### config.mk
export PLATFORM = sky130hd
export DESIGN_NAME = mem_arbiter
export DESIGN_NICKNAME = d
export VERILOG_FILES = /design/src/rtl/mem_arbiter_pkg.sv /design/src/rtl/mem_op_check.sv /design/src/rtl/mem_arbiter.sv
export SDC_FILE = /design/constraint.sdc
export NUM_CORES = 1
export LEC_CHECK = 0
export CAP_MARGIN = 40
export CORE_MARGIN = 1.5
export CORE_UTILIZATION = 44
export CTS_BUF_LIST = sky130_fd_sc_hd__clkbuf_4
export DETAILED_ROUTE_END_ITERATION = 8
export MAX_ROUTING_LAYER = met4
export PLACE_DENSITY = 0.79
export SLEW_MARGIN = 20
export SYNTH_ARGS = -nofsm -noshare
export SYNTH_HDL_FRONTEND = slang
export SYNTH_SLANG_ARGS = --single-unit
export TNS_END_PERCENT = 10
### constraint.sdc
create_clock -name clk -period 6.4 [get_ports clk]
set_input_delay 1.92 -clock clk [delete_from_list [all_inputs] [get_ports clk]]
set_output_delay 1.92 -clock clk [all_outputs]
set_load 0.02 [all_outputs]
### src/rtl/mem_arbiter_pkg.sv
// Shared definitions for the two-port memory arbiter: opcodes, FSM states
// and the default access timeout.
package mem_arbiter_pkg;

    localparam int TIMEOUT_DEFAULT = 16;

    localparam logic [5:0] OP_LD   = 6'b001000;
    localparam logic [5:0] OP_LDSB = 6'b001001;
    localparam logic [5:0] OP_LDSH = 6'b001010;
    localparam logic [5:0] OP_LDUB = 6'b000001;
    localparam logic [5:0] OP_LDUH = 6'b000010;
    localparam logic [5:0] OP_ST   = 6'b000100;
    localparam logic [5:0] OP_STB  = 6'b000101;
    localparam logic [5:0] OP_STH  = 6'b000110;
    localparam logic [5:0] OP_LDD  = 6'b000011;
    localparam logic [5:0] OP_STD  = 6'b000111;

    // Instruction fetches are always plain word loads.
    localparam logic [5:0] OP_FETCH = OP_LD;

    typedef enum logic [2:0] {
        ST_IDLE    = 3'd0,
        ST_CHECK   = 3'd1,
        ST_ACCESS  = 3'd2,
        ST_RELEASE = 3'd3,
        ST_DONE    = 3'd4
    } state_t;

    typedef enum logic {
        PORT_FETCH = 1'b0,
        PORT_DATA  = 1'b1
    } port_t;

endpackage

### src/rtl/mem_op_check.sv
// Combinational opcode legality and alignment check for a latched request.
// Double-word ops (ldd/std) are deliberately rejected.
module mem_op_check
    import mem_arbiter_pkg::*;
(
    input  logic [5:0] opcode,
    input  logic [7:0] addr,
    output logic       legal,
    output logic       is_load
);

    // Classify the opcode and apply its natural alignment rule.
    always_comb begin
        legal   = 1'b0;
        is_load = 1'b0;
        case (opcode)
            OP_LD: begin
                legal   = (addr[1:0] == 2'b00);
                is_load = 1'b1;
            end
            OP_LDSB, OP_LDUB: begin
                legal   = 1'b1;
                is_load = 1'b1;
            end
            OP_LDSH, OP_LDUH: begin
                legal   = (addr[0] == 1'b0);
                is_load = 1'b1;
            end
            OP_ST: begin
                legal   = (addr[1:0] == 2'b00);
                is_load = 1'b0;
            end
            OP_STB: begin
                legal   = 1'b1;
                is_load = 1'b0;
            end
            OP_STH: begin
                legal   = (addr[0] == 1'b0);
                is_load = 1'b0;
            end
            default: begin
                legal   = 1'b0;
                is_load = 1'b0;
            end
        endcase
    end

endmodule

### src/rtl/mem_arbiter.sv
// Round-robin arbiter sharing one MFA/MFC handshaked RAM between a fetch
// port and a load/store data port, with a per-phase timeout.
module mem_arbiter
    import mem_arbiter_pkg::*;
#(
    parameter int TIMEOUT = TIMEOUT_DEFAULT
) (
    input  logic        clk,
    input  logic        reset,
    input  logic        f_req,
    input  logic [7:0]  f_addr,
    output logic        f_done,
    output logic        f_err,
    output logic [31:0] f_rdata,
    input  logic        d_req,
    input  logic [5:0]  d_opcode,
    input  logic [7:0]  d_addr,
    input  logic [31:0] d_wdata,
    output logic        d_done,
    output logic        d_err,
    output logic [31:0] d_rdata,
    output logic        mem_mfa,
    output logic [5:0]  mem_opcode,
    output logic [7:0]  mem_addr,
    output logic [31:0] mem_din,
    input  logic [31:0] mem_dout,
    input  logic        mem_mfc,
    output logic        busy
);

    localparam int CW = $clog2(TIMEOUT + 1);
    localparam logic [CW-1:0] CNT_LAST = CW'(TIMEOUT - 1);
    localparam logic [CW-1:0] CNT_ONE  = {{(CW-1){1'b0}}, 1'b1};

    state_t         state_r, state_s;
    port_t          grant_r, grant_s;
    logic [5:0]     op_r;
    logic [7:0]     addr_r;
    logic [31:0]    wdata_r;
    logic [CW-1:0]  cnt_r;
    logic           take_s, issue_s, cnt_clr_s, cnt_inc_s, capture_s, err_s;
    logic           legal_s, is_load_s;

    mem_op_check u_check (
        .opcode  (op_r),
        .addr    (addr_r),
        .legal   (legal_s),
        .is_load (is_load_s)
    );

    // Next-state, arbitration and handshake/timeout decisions.
    always_comb begin
        state_s   = state_r;
        grant_s   = grant_r;
        take_s    = 1'b0;
        issue_s   = 1'b0;
        cnt_clr_s = 1'b0;
        cnt_inc_s = 1'b0;
        capture_s = 1'b0;
        err_s     = 1'b0;
        case (state_r)
            ST_IDLE: begin
                if (f_req || d_req) begin
                    take_s  = 1'b1;
                    state_s = ST_CHECK;
                    // grant_r doubles as last-grant: the other port wins a tie.
                    if (f_req && d_req) begin
                        grant_s = (grant_r == PORT_DATA) ? PORT_FETCH : PORT_DATA;
                    end else if (f_req) begin
                        grant_s = PORT_FETCH;
                    end else begin
                        grant_s = PORT_DATA;
                    end
                end else begin
                    state_s = ST_IDLE;
                end
            end
            ST_CHECK: begin
                if (legal_s) begin
                    state_s   = ST_ACCESS;
                    issue_s   = 1'b1;
                    cnt_clr_s = 1'b1;
                end else begin
                    state_s = ST_DONE;
                    err_s   = 1'b1;
                end
            end
            ST_ACCESS: begin
                if (mem_mfc) begin
                    state_s   = ST_RELEASE;
                    cnt_clr_s = 1'b1;
                    capture_s = is_load_s;
                end else if (cnt_r == CNT_LAST) begin
                    state_s = ST_DONE;
                    err_s   = 1'b1;
                end else begin
                    cnt_inc_s = 1'b1;
                end
            end
            ST_RELEASE: begin
                if (!mem_mfc) begin
                    state_s = ST_DONE;
                end else if (cnt_r == CNT_LAST) begin
                    state_s = ST_DONE;
                    err_s   = 1'b1;
                end else begin
                    cnt_inc_s = 1'b1;
                end
            end
            ST_DONE: begin
                state_s = ST_IDLE;
            end
            default: begin
                state_s = ST_IDLE;
            end
        endcase
    end

    // State, request latches and all registered outputs.
    always_ff @(posedge clk or posedge reset) begin
        if (reset) begin
            state_r    <= ST_IDLE;
            grant_r    <= PORT_DATA;
            op_r       <= 6'b000000;
            addr_r     <= 8'h00;
            wdata_r    <= 32'h0000_0000;
            cnt_r      <= {CW{1'b0}};
            mem_mfa    <= 1'b0;
            mem_opcode <= 6'b000000;
            mem_addr   <= 8'h00;
            mem_din    <= 32'h0000_0000;
            f_done     <= 1'b0;
            f_err      <= 1'b0;
            f_rdata    <= 32'h0000_0000;
            d_done     <= 1'b0;
            d_err      <= 1'b0;
            d_rdata    <= 32'h0000_0000;
            busy       <= 1'b0;
        end else begin
            state_r <= state_s;
            grant_r <= grant_s;
            if (take_s) begin
                op_r    <= (grant_s == PORT_FETCH) ? OP_FETCH : d_opcode;
                addr_r  <= (grant_s == PORT_FETCH) ? f_addr : d_addr;
                wdata_r <= (grant_s == PORT_FETCH) ? 32'h0000_0000 : d_wdata;
            end
            if (cnt_clr_s) begin
                cnt_r <= {CW{1'b0}};
            end else if (cnt_inc_s) begin
                cnt_r <= cnt_r + CNT_ONE;
            end
            if (issue_s) begin
                mem_opcode <= op_r;
                mem_addr   <= addr_r;
                mem_din    <= wdata_r;
            end
            if (capture_s && (grant_r == PORT_FETCH)) begin
                f_rdata <= mem_dout;
            end
            if (capture_s && (grant_r == PORT_DATA)) begin
                d_rdata <= mem_dout;
            end
            mem_mfa <= (state_s == ST_ACCESS);
            f_done  <= (state_s == ST_DONE) && (grant_r == PORT_FETCH);
            f_err   <= (state_s == ST_DONE) && (grant_r == PORT_FETCH) && err_s;
            d_done  <= (state_s == ST_DONE) && (grant_r == PORT_DATA);
            d_err   <= (state_s == ST_DONE) && (grant_r == PORT_DATA) && err_s;
            busy    <= (state_s != ST_IDLE);
        end
    end

endmodule

==> results of run 1 <==
## kinds of logic (layout without fill, tap and decap cells)
| kind of cell | after synthesis | in the layout | synth area share [%] |
|---|---|---|---|
| flip-flops | 171 | 171 | 63.1 |
| multiplexers | 117 | 117 | 22.6 |
| AO/OA/AOI/OAI | 60 | 60 | 6.92 |
| AND/OR/NAND/NOR | 47 | 47 | 3.58 |
| buffers and inverters | 28 | 249 | 2.92 |
| XOR/XNOR | 4 | 4 | 0.517 |
| adder cells (fa/ha/maj) | 2 | 2 | 0.369 |
| other | 0 | 2 | 0 |
## sequential cells by signal (all words and copies together), names as in the netlist
name / count
d_rdata: 32
mem_mfa: 1
cnt_r: 5
f_err: 1
mem_din: 32
d_err: 1
busy: 1
op_r: 6
grant_r: 1
f_done: 1
state_r: 3
f_rdata: 32
d_done: 1
mem_opcode: 6
addr_r: 8
mem_addr: 8
wdata_r: 32
## cells in the final DEF, fill, tap and decap left out, types with 3 or more instances in the layout
| cell | netlist | layout |
|---|---|---|
| clkbuf_4 | 0 | 18 |
| xor2_1 | 3 | 3 |
| mux2_2 | 48 | 48 |
| buf_12 | 3 | 3 |
| bufinv_16 | 0 | 3 |
| o21bai_1 | 3 | 3 |
| inv_1 | 5 | 4 |
| buf_4 | 1 | 3 |
| a21oi_1 | 3 | 3 |
| inv_6 | 0 | 5 |
| mux2_4 | 60 | 60 |
| nor2_1 | 10 | 10 |
| nor2b_1 | 7 | 7 |
| o21ai_0 | 10 | 10 |
| clkdlybuf4s50_1 | 0 | 206 |
| nand2_1 | 13 | 13 |
| dfrtp_1 | 170 | 170 |
| mux2i_1 | 9 | 9 |
| a22o_1 | 36 | 36 |
| clkinvlp_4 | 0 | 3 |
## power breakdown
part / total, mW / internal (mW) / leakage (nW) / switching (mW)
registers: 1.73 / 1.49 / 2.21 / 0.247
logic: 1.86 / 1.01 / 1.90 / 0.850
clock network: 0.673 / 0.285 / 0.166 / 0.388
## layer usage
metal	wire, um	vias up	part of all wire (%)
met1	6760	2163	45
met3	898	19	6.0
li1	-	1956	-
met4	289	0	1.9
met2	7120	161	47
met5	0	-	0
## layout make-up
class	instances	area, um2	share of cell area, %
Sequential cell	171	4280	45.9
Multi-Input combinational cell	230	2320	24.9
Timing Repair Buffer	212	2140	23.0
Tap cell	188	235	2.52
Clock inverter	14	183	1.96
Clock buffer	18	135	1.45
Inverter	5	22.5	0.242
Antenna cell	2	5.00	0.0537
## worst paths after layout
kind	startpoint	to	slack, ps	cells after the start
max	f_rdata[13]	f_rdata[13]	2910	1
max reg2reg	op_r[1]	cnt_r[0]	3840	5
max in group asynchronous	reset	addr_r[1]	3750	3
min in group asynchronous	reset	d_rdata[12]	2000	3
min	addr_r[6]	addr_r[6]	490	2
min reg2reg	addr_r[6]	addr_r[6]	490	2
## cells in the mapped netlist (all sizes together)
| cell type | instances |
|---|---|
| a21oi | 3 |
| inv | 5 |
| and4 | 1 |
| o21ai | 11 |
| mux2i | 9 |
| clkbuf | 7 |
| dfstp | 1 |
| a22oi | 2 |
| and3 | 2 |
| o21bai | 3 |
| a31o | 1 |
| a22o | 37 |
| nor2 | 10 |
| xnor2 | 1 |
| or3 | 2 |
| xor2 | 3 |
| dfrtp | 170 |
| ha | 2 |
| nor3 | 2 |
| nand3 | 1 |
| nand2b | 2 |
| nand2 | 14 |
| a211oi | 2 |
| nor4 | 2 |
| mux2 | 108 |
| buf | 16 |
| o31ai | 1 |
| and2b | 1 |
| nor2b | 7 |
| and2 | 2 |
| nand4 | 1 |
==> results.md, run 1 <==
- Worst Hold Class: flop to flop
- Met2 Resource Use GR: about a third
- CP arrival: about 1600 ps
- Max stage delay on crit path: slightly above 600 ps
- Final Wtd Congestion: slightly above 0.8
- Crit Path Class: flop to primary output
- CTS Buf Count: 17
- Worst Skew: approximately 25 ps
- Mapped cell area: 6780 um2
- CP max FO: 2
- Synth Net Count: 522
- CTS tree: done
- Placed instance area: approximately 9000 um2
- Worst-path cell chain: clkdlybuf4s50_1
- Resized cells post-CTS: 0
- DR vias/cell: ~5
- GR Layer Usage met3: 5.95%
- Slew headroom: between 40% and 50%
- Final Cycle Share: a little over half
- Initial DRC Count: 183
- Most area-consuming cells after synthesis: dfrtp_1 (63%), mux2_4 (13%), mux2_2 (8.0%)
- Antenna violations before repair: 2
- DRC viols: 0
- Worst path top cell family by delay: buffers and inverters
- Hpwl dp: about 10 mm
- Buffers on Ports: between 200 and 250
- Pre-CTS WS: around 2400 ps
- First-pass GRT wire length: between 20 and 25 mm
- Critical path's slowest cell: clkdlybuf4s50_1
- Seq/Total Area, Yosys: between 60% and 70%
- Layout area overhead: 37.5%
- Tightest Pin Transition: slightly below 900 ps
- Share of post-route cells with drive strength above 1: a little under a quarter
- Syn avg cell area: about 16 um2
- GRT Overall Usage: ~20%
- Final Non-Filler Cells: 840
- Hold Slack: between 400 and 500 ps
- Fmax: around 290 MHz
- Ys Warns: 0
- Post-synthesis register bit count: roughly 170
- Pwr Total: approximately 4.3 mW
- Avg WL per Cell: between 15 and 20 um
- Post-route cell area: between 9000 and 10000 um2
- Power Dens Cells: about 460 nW/um2
- Cells after Synth: 429
- Setup repair after global routing missed its margin: no
- Slew Viols, Final: 0
- Leakage power: 4.28 nW
- Placeable Area: ~15000 um2
- Clock sink count: roughly 170
- Hold_buf cts: 0
- Final TNS setup: 0 ps
- Final setup viols: 0
- # IOs: approximately 210
- Count of distinct cell types in the synthesized netlist: 40
- Final wirelength: 15.1 mm
- Congestion Overflow GR: 0
- Largest net degree at the start of global routing: between 150 and 200
- Clock buffer depth: 2
- Vias in the first global route: roughly 4700
- CP Launch Type: flop
- Max_cap viols: 0
- CP endpoint kind: primary output
- Final Hold Fails: 0
- DR vias: between 4000 and 5000
- Clock insertion delay at the later pin of the skew report: about 550 ps
- Number of cell rows: 45
- Die ar.: about 16000 um2
- Die H: ~130 um
- First drt pass iteration count: 6
- H-tree depth: 4
- Gr busiest metal: met2
- Placed Cells incl. Taps: 806
- Final worst path period need: 3490 ps
- Fin nets: 730
- Fill cells: around 1100
- Worst Path Required: 4480 ps
- Root buffer cell: clkbuf_4
- Post-CTS setup buffers: 0
- Final core occ: 61.6%
- Worst-case vdd ir drop: 187 uV
- Clock transition at path regs: roughly 150 ps
- Post-synth top area cell: dfrtp_1
- Crit path buffers/inverters: 1
- Detail Route Antenna Nets: 0
- GR Util met1: roughly a quarter
- Starting Density: between 40% and 50%
- Status: finished clean
- Chip width: 127 um
- Yosys top cell area share: approximately 63%
- Final worst slack: between 2000 and 3000 ps
Power figures use the tool's default switching activity.
==> run 2: changes to the inputs <==
Clock period 6.4 ns to 3 ns, I/O delays scaled along.
==> run 2 against run 1 <==
Effect of this change:
- hold slack improved by 5.0 ps
- highest routed layer unchanged
- count of clock-buffer cells in the layout grew 2
- worst setup slack lost 2400 ps
- critical path depth is the same
- global-route usage hardly changed
- sequential share of layout area shrank 0.19 points
- via count about the same
- clock power grew 90%
- die area did not move
- critical path type unchanged
==> results.md, run 2 (synthesis gave the netlist of run 1 again) <==
- Share of post-route cells with drive strength above 1: between 20% and 30%
- Crit path buffers/inverters: 1
- Clock insertion delay at the later pin of the skew report: ~540 ps
- CP endpoint kind: primary output
- Fmax: around 410 MHz
- Fin nets: roughly 740
- CP Launch Type: flop
- Critical path's slowest cell: clkdlybuf4s50_1
- CTS Buf Count: 17
- Placeable Area: about 15000 um2
- Antenna violations before repair: 2
- Final wirelength: about 15 mm
- Area of the multi-input gates: about 2300 um2
- Hpwl dp: roughly 11 mm
- R2r worst-path depth: 8
- Final Wtd Congestion: 0.795
- Power Dens Cells: between 900 and 1000 nW/um2
- Final setup viols: 0
- Congestion Overflow GR: 0
- Clock buffer depth: 2
- Die ar.: 16200 um2
- First-pass GRT wire length: between 20 and 25 mm
- CP max FO: 2
- Starting Density: between 40% and 50%
- Final core occ: between 60% and 70%
- Crit Path Class: flop to primary output
- Worst-case vdd ir drop: 413 uV
- Tightest Pin Transition: roughly 580 ps
- Pre-CTS WS: 215 ps
- CTS tree: done
- Status: finished clean
- Layout area overhead: 38.0%
- Slew headroom: between 60% and 70%
- Clock transition at path regs: between 100 and 150 ps
- DRC viols: 0
- GRT Overall Usage: about a fifth
- Number of cell rows: 45
- Vias in the first global route: roughly 4700
- Final Hold Fails: 0
- Register area: between 4000 and 5000 um2
- H-tree depth: 4
- Worst Skew: 22.7 ps
- Hold_buf cts: 0
- Resized cells post-CTS: 0
- First drt pass iteration count: 4
- Final Non-Filler Cells: around 850
- Max stage delay on crit path: roughly 620 ps
- Detail Route Antenna Nets: 0
- Worst-path cell chain: clkdlybuf4s50_1
- Worst path top cell family by delay: buffers and inverters
- Final worst path period need: 2470 ps
- Setup repair after global routing missed its margin: no
- Worst Path Required: ~2100 ps
- CP Depth: 1
- DR vias/cell: 5.09
- Buffers on Ports: ~200
- DR vias: between 4000 and 5000
- Initial DRC Count: around 170
- Final Cycle Share: between 80% and 90%
- Post-CTS setup buffers: 0
- Chip width: approximately 130 um
- Clock sink count: about 170
- Commonest non-fill, non-tap cell in the layout: clkdlybuf4s50_1
- Largest net degree at the start of global routing: 61
- Worst Hold Class: flop to flop
- Slew Viols, Final: 0
- Die H: about 130 um
- Avg WL per Cell: 17.7 um
- Final worst slack: 531 ps
- CP arrival: around 1600 ps
- Worst Hold Depth: 2
- Max_cap viols: 0
- Most frequent cells in the layout: clkdlybuf4s50_1 (206), dfrtp_1 (170), mux2_4 (60)
- Placed Cells incl. Taps: about 800
- Leakage power: approximately 4.3 nW
- # IOs: slightly above 200
- Root buffer cell: clkbuf_4
- Fill cells: between 1000 and 1500
## run 2: routing by layer
layer | track usage, % | routed length [um] | vias to the layer above
li1 | - | - | 1960
met1 | 25.0 | 6570 | 2157
met2 | 30.7 | 7060 | 166
met3 | 6.78 | 1070 | 20
met4 | 8.69 | 259 | 0
met5 | - | 0 | -
## run 2: path summary, 6_finish.rpt
check | startpoint | to | slack (ps)
worst min-delay path | addr_r[4] | addr_r[4] | 500
worst min register to register | addr_r[4] | addr_r[4] | 500
worst max-delay path | f_rdata[11] | f_rdata[11] | 530
worst max register to register | cnt_r[0] | busy | 740
min in group asynchronous | reset | wdata_r[31] | 740
max in group asynchronous | reset | wdata_r[18] | 1520
## run 2: through the flow
stage               setup TNS [ps]  instance area, um2  power [mW]  hold slack (ps)
global placement                 0                9080        7.63              458
detailed placement               0                9080        7.78              468
finish                           0                9360        8.98              499
global route                     0                9360        9.51              527
floorplan                   -13920                6790        5.97              444
CTS                              0                9360        9.08              497
## run 2: report_power, final
part | switching, mW | internal (mW)
clock network | 0.761 | 0.516
registers | 0.536 | 3.17
logic | 1.81 | 2.18
## run 2: area by class of cell
type,instances,area share (%)
clock buffer,20,1.60
inverter,5,0.241
sequential,171,45.7
antenna,2,0.0535
tap,188,2.51
multi-input combinational,230,24.8
clock inverter,11,1.32
timing repair buffer,218,23.8
==> run 3: changes to the inputs <==
Settings changed: CORE_UTILIZATION 44 to 45, PLACE_DENSITY 0.79 to 0.77.
Clock period 3 ns to 2.3 ns, I/O delays scaled along.
==> run 3 against run 2 <==
Effect of this change:
- the flow now finishes with violations (DRC)
- final area rose by 1.9%
- combinational power rose by 26%
- critical endpoint is now mem_addr[2]
- power is 28% higher
- non-clock buffer count rose by 7
==> results.md, run 3 (synthesis gave the netlist of run 1 again) <==
- First-pass GRT wire length: about 25 mm
- Most frequent cells in the layout: dfrtp_1 (170), clkdlybuf4s50_1 (96), dlymetal6s2s_1 (71)
- Clock sink count: 171
- Number of cell rows: 44
- R2r worst-path depth: 8
- Critical path's slowest cell: clkdlybuf4s50_1
- Worst reg2reg startpoint: cnt_r[0]
- Slew headroom: 63.6%
- Gr busiest metal: met2
- Final Wtd Congestion: 0.783
- Final worst path period need: about 2200 ps
- Pre-CTS WS: -235 ps
- GR Util met1: roughly 27%
- Placeable Area: 14600 um2
- H-tree depth: 4
- Max stage delay on crit path: roughly 600 ps
- Slew Viols, Final: 0
- Clock insertion delay at the later pin of the skew report: 560 ps
- CTS tree: done
- DR vias/cell: between 5 and 6
- Worst path top cell family by delay: buffers and inverters
- Tightest Pin Transition: 546 ps
- Violated checks: DRC
- Crit path buffers/inverters: 1
- CP Launch Type: flop
- Status: finished with violations
- Hpwl dp: between 10 and 15 mm
- Final Cycle Share: 96.3%
- Die H: ~130 um
- Ant diodes: 0
- Commonest non-fill, non-tap cell in the layout: dfrtp_1
- Final Hold Fails: 0
- Clock transition at path regs: between 100 and 150 ps
- Worst Skew: about 15 ps
- CP Depth: 1
- Root buffer cell: clkbuf_4
- Avg WL per Cell: about 18 um
- GR Layer Usage met3: ~7%
- Fin nets: between 700 and 800
- DRC viols: 18
- GRT Overall Usage: between 20% and 30%
- Worst Setup SP: mem_addr[2]
- Crit Path Class: flop to primary output
- CP endpoint kind: primary output
- Final wirelength: 15.5 mm
- # IOs: roughly 210
- Leakage power: approximately 5.5 nW
- Worst Hold Class: flop to flop
- Congestion Overflow GR: 0
- Placed instance area: between 9000 and 10000 um2
- Clock buffer depth: 2
- Die ar.: approximately 16000 um2
- First drt pass iteration count: 9
- Final worst slack: 84.3 ps
- Post-CTS setup buffers: 0
- Buffers on Ports: between 200 and 250
- CP max FO: 2
- Critical Path End: mem_addr[2]
- Starting Density: roughly 46%
- Antenna violations before repair: 0
- Vias in the first global route: around 4600
- Share of post-route cells with drive strength above 1: about a quarter
- CTS Buf Count: 17
- Power Dens Cells: 1210 nW/um2
- Initial DRC Count: 197
- Layout area overhead: 40.7%
- Worst-case vdd ir drop: 514 uV
- Worst-path cell chain: clkdlybuf4s50_1
- Detail Route Antenna Nets: 0
- Setup repair after global routing missed its margin: no
- Internal reg-to-reg setup slack: approximately 120 ps
- Largest net degree at the start of global routing: 97
- Final core occ: 65.2%
- Max_cap viols: 0
- Post-route cell area: 9540 um2
- Chip width: approximately 130 um
- CP arrival: 1530 ps
- Worst Path Required: about 1600 ps
- Final setup viols: 0
- Fmax: about 450 MHz
- DR vias: approximately 4400
- Met2 Resource Use GR: between 30% and 40%
- RR Endpoint: busy
## run 3: worst min path at each step
stage	start	end	slack (ps)	cells past startpoint
after floorplan	addr_r[2]	addr_r[2]	440	2
after global placement	addr_r[7]	addr_r[7]	460	2
after detailed placement	addr_r[7]	addr_r[7]	480	2
after CTS	addr_r[7]	addr_r[7]	510	2
after global routing	mem_din[11]	mem_din[11]	530	1
final	addr_r[7]	addr_r[7]	500	2
## run 3: layout make-up
| cell class | instances | area, um2 |
|---|---|---|
| Fill cell | 1052 | 5100 |
| Sequential cell | 171 | 4280 |
| Timing Repair Buffer | 225 | 2420 |
| Multi-Input combinational cell | 230 | 2320 |
| Tap cell | 184 | 230 |
| Clock inverter | 15 | 140 |
| Clock buffer | 17 | 128 |
| Inverter | 5 | 22.5 |
## run 3: stage by stage
step | total power, mW | hold slack (ps) | cells | TNS (ps)
floorplan | 7.79 | 444 | 429 | -97250
global placement | 10.1 | 457 | 815 | -6390
detailed placement | 10.2 | 479 | 815 | -7890
CTS | 11.7 | 510 | 847 | 0
global route | 12.2 | 527 | 847 | 0
finish | 11.5 | 504 | 847 | 0
## run 3: metal layers
layer	vias to the layer above	wire (um)
met5	-	0
met4	0	131
met3	11	1390
met2	182	7190
met1	2179	6740
li1	1979	-
## run 3: timing repair
item                                    in CTS  in global routing
gates resized for setup                     39                 73
cloned                                       0                  0
hold buffers                                 0                  0
hold endpoints to repair                     0                  0
pin swaps                                    0                  0
endpoints found under the setup margin      39                 73
## run 3: where the power goes
group	internal (mW)	total (mW)	switching [mW]
Combinational	2.65	5.05	2.40
Sequential	4.13	4.82	0.684
Clock	0.555	1.64	1.08
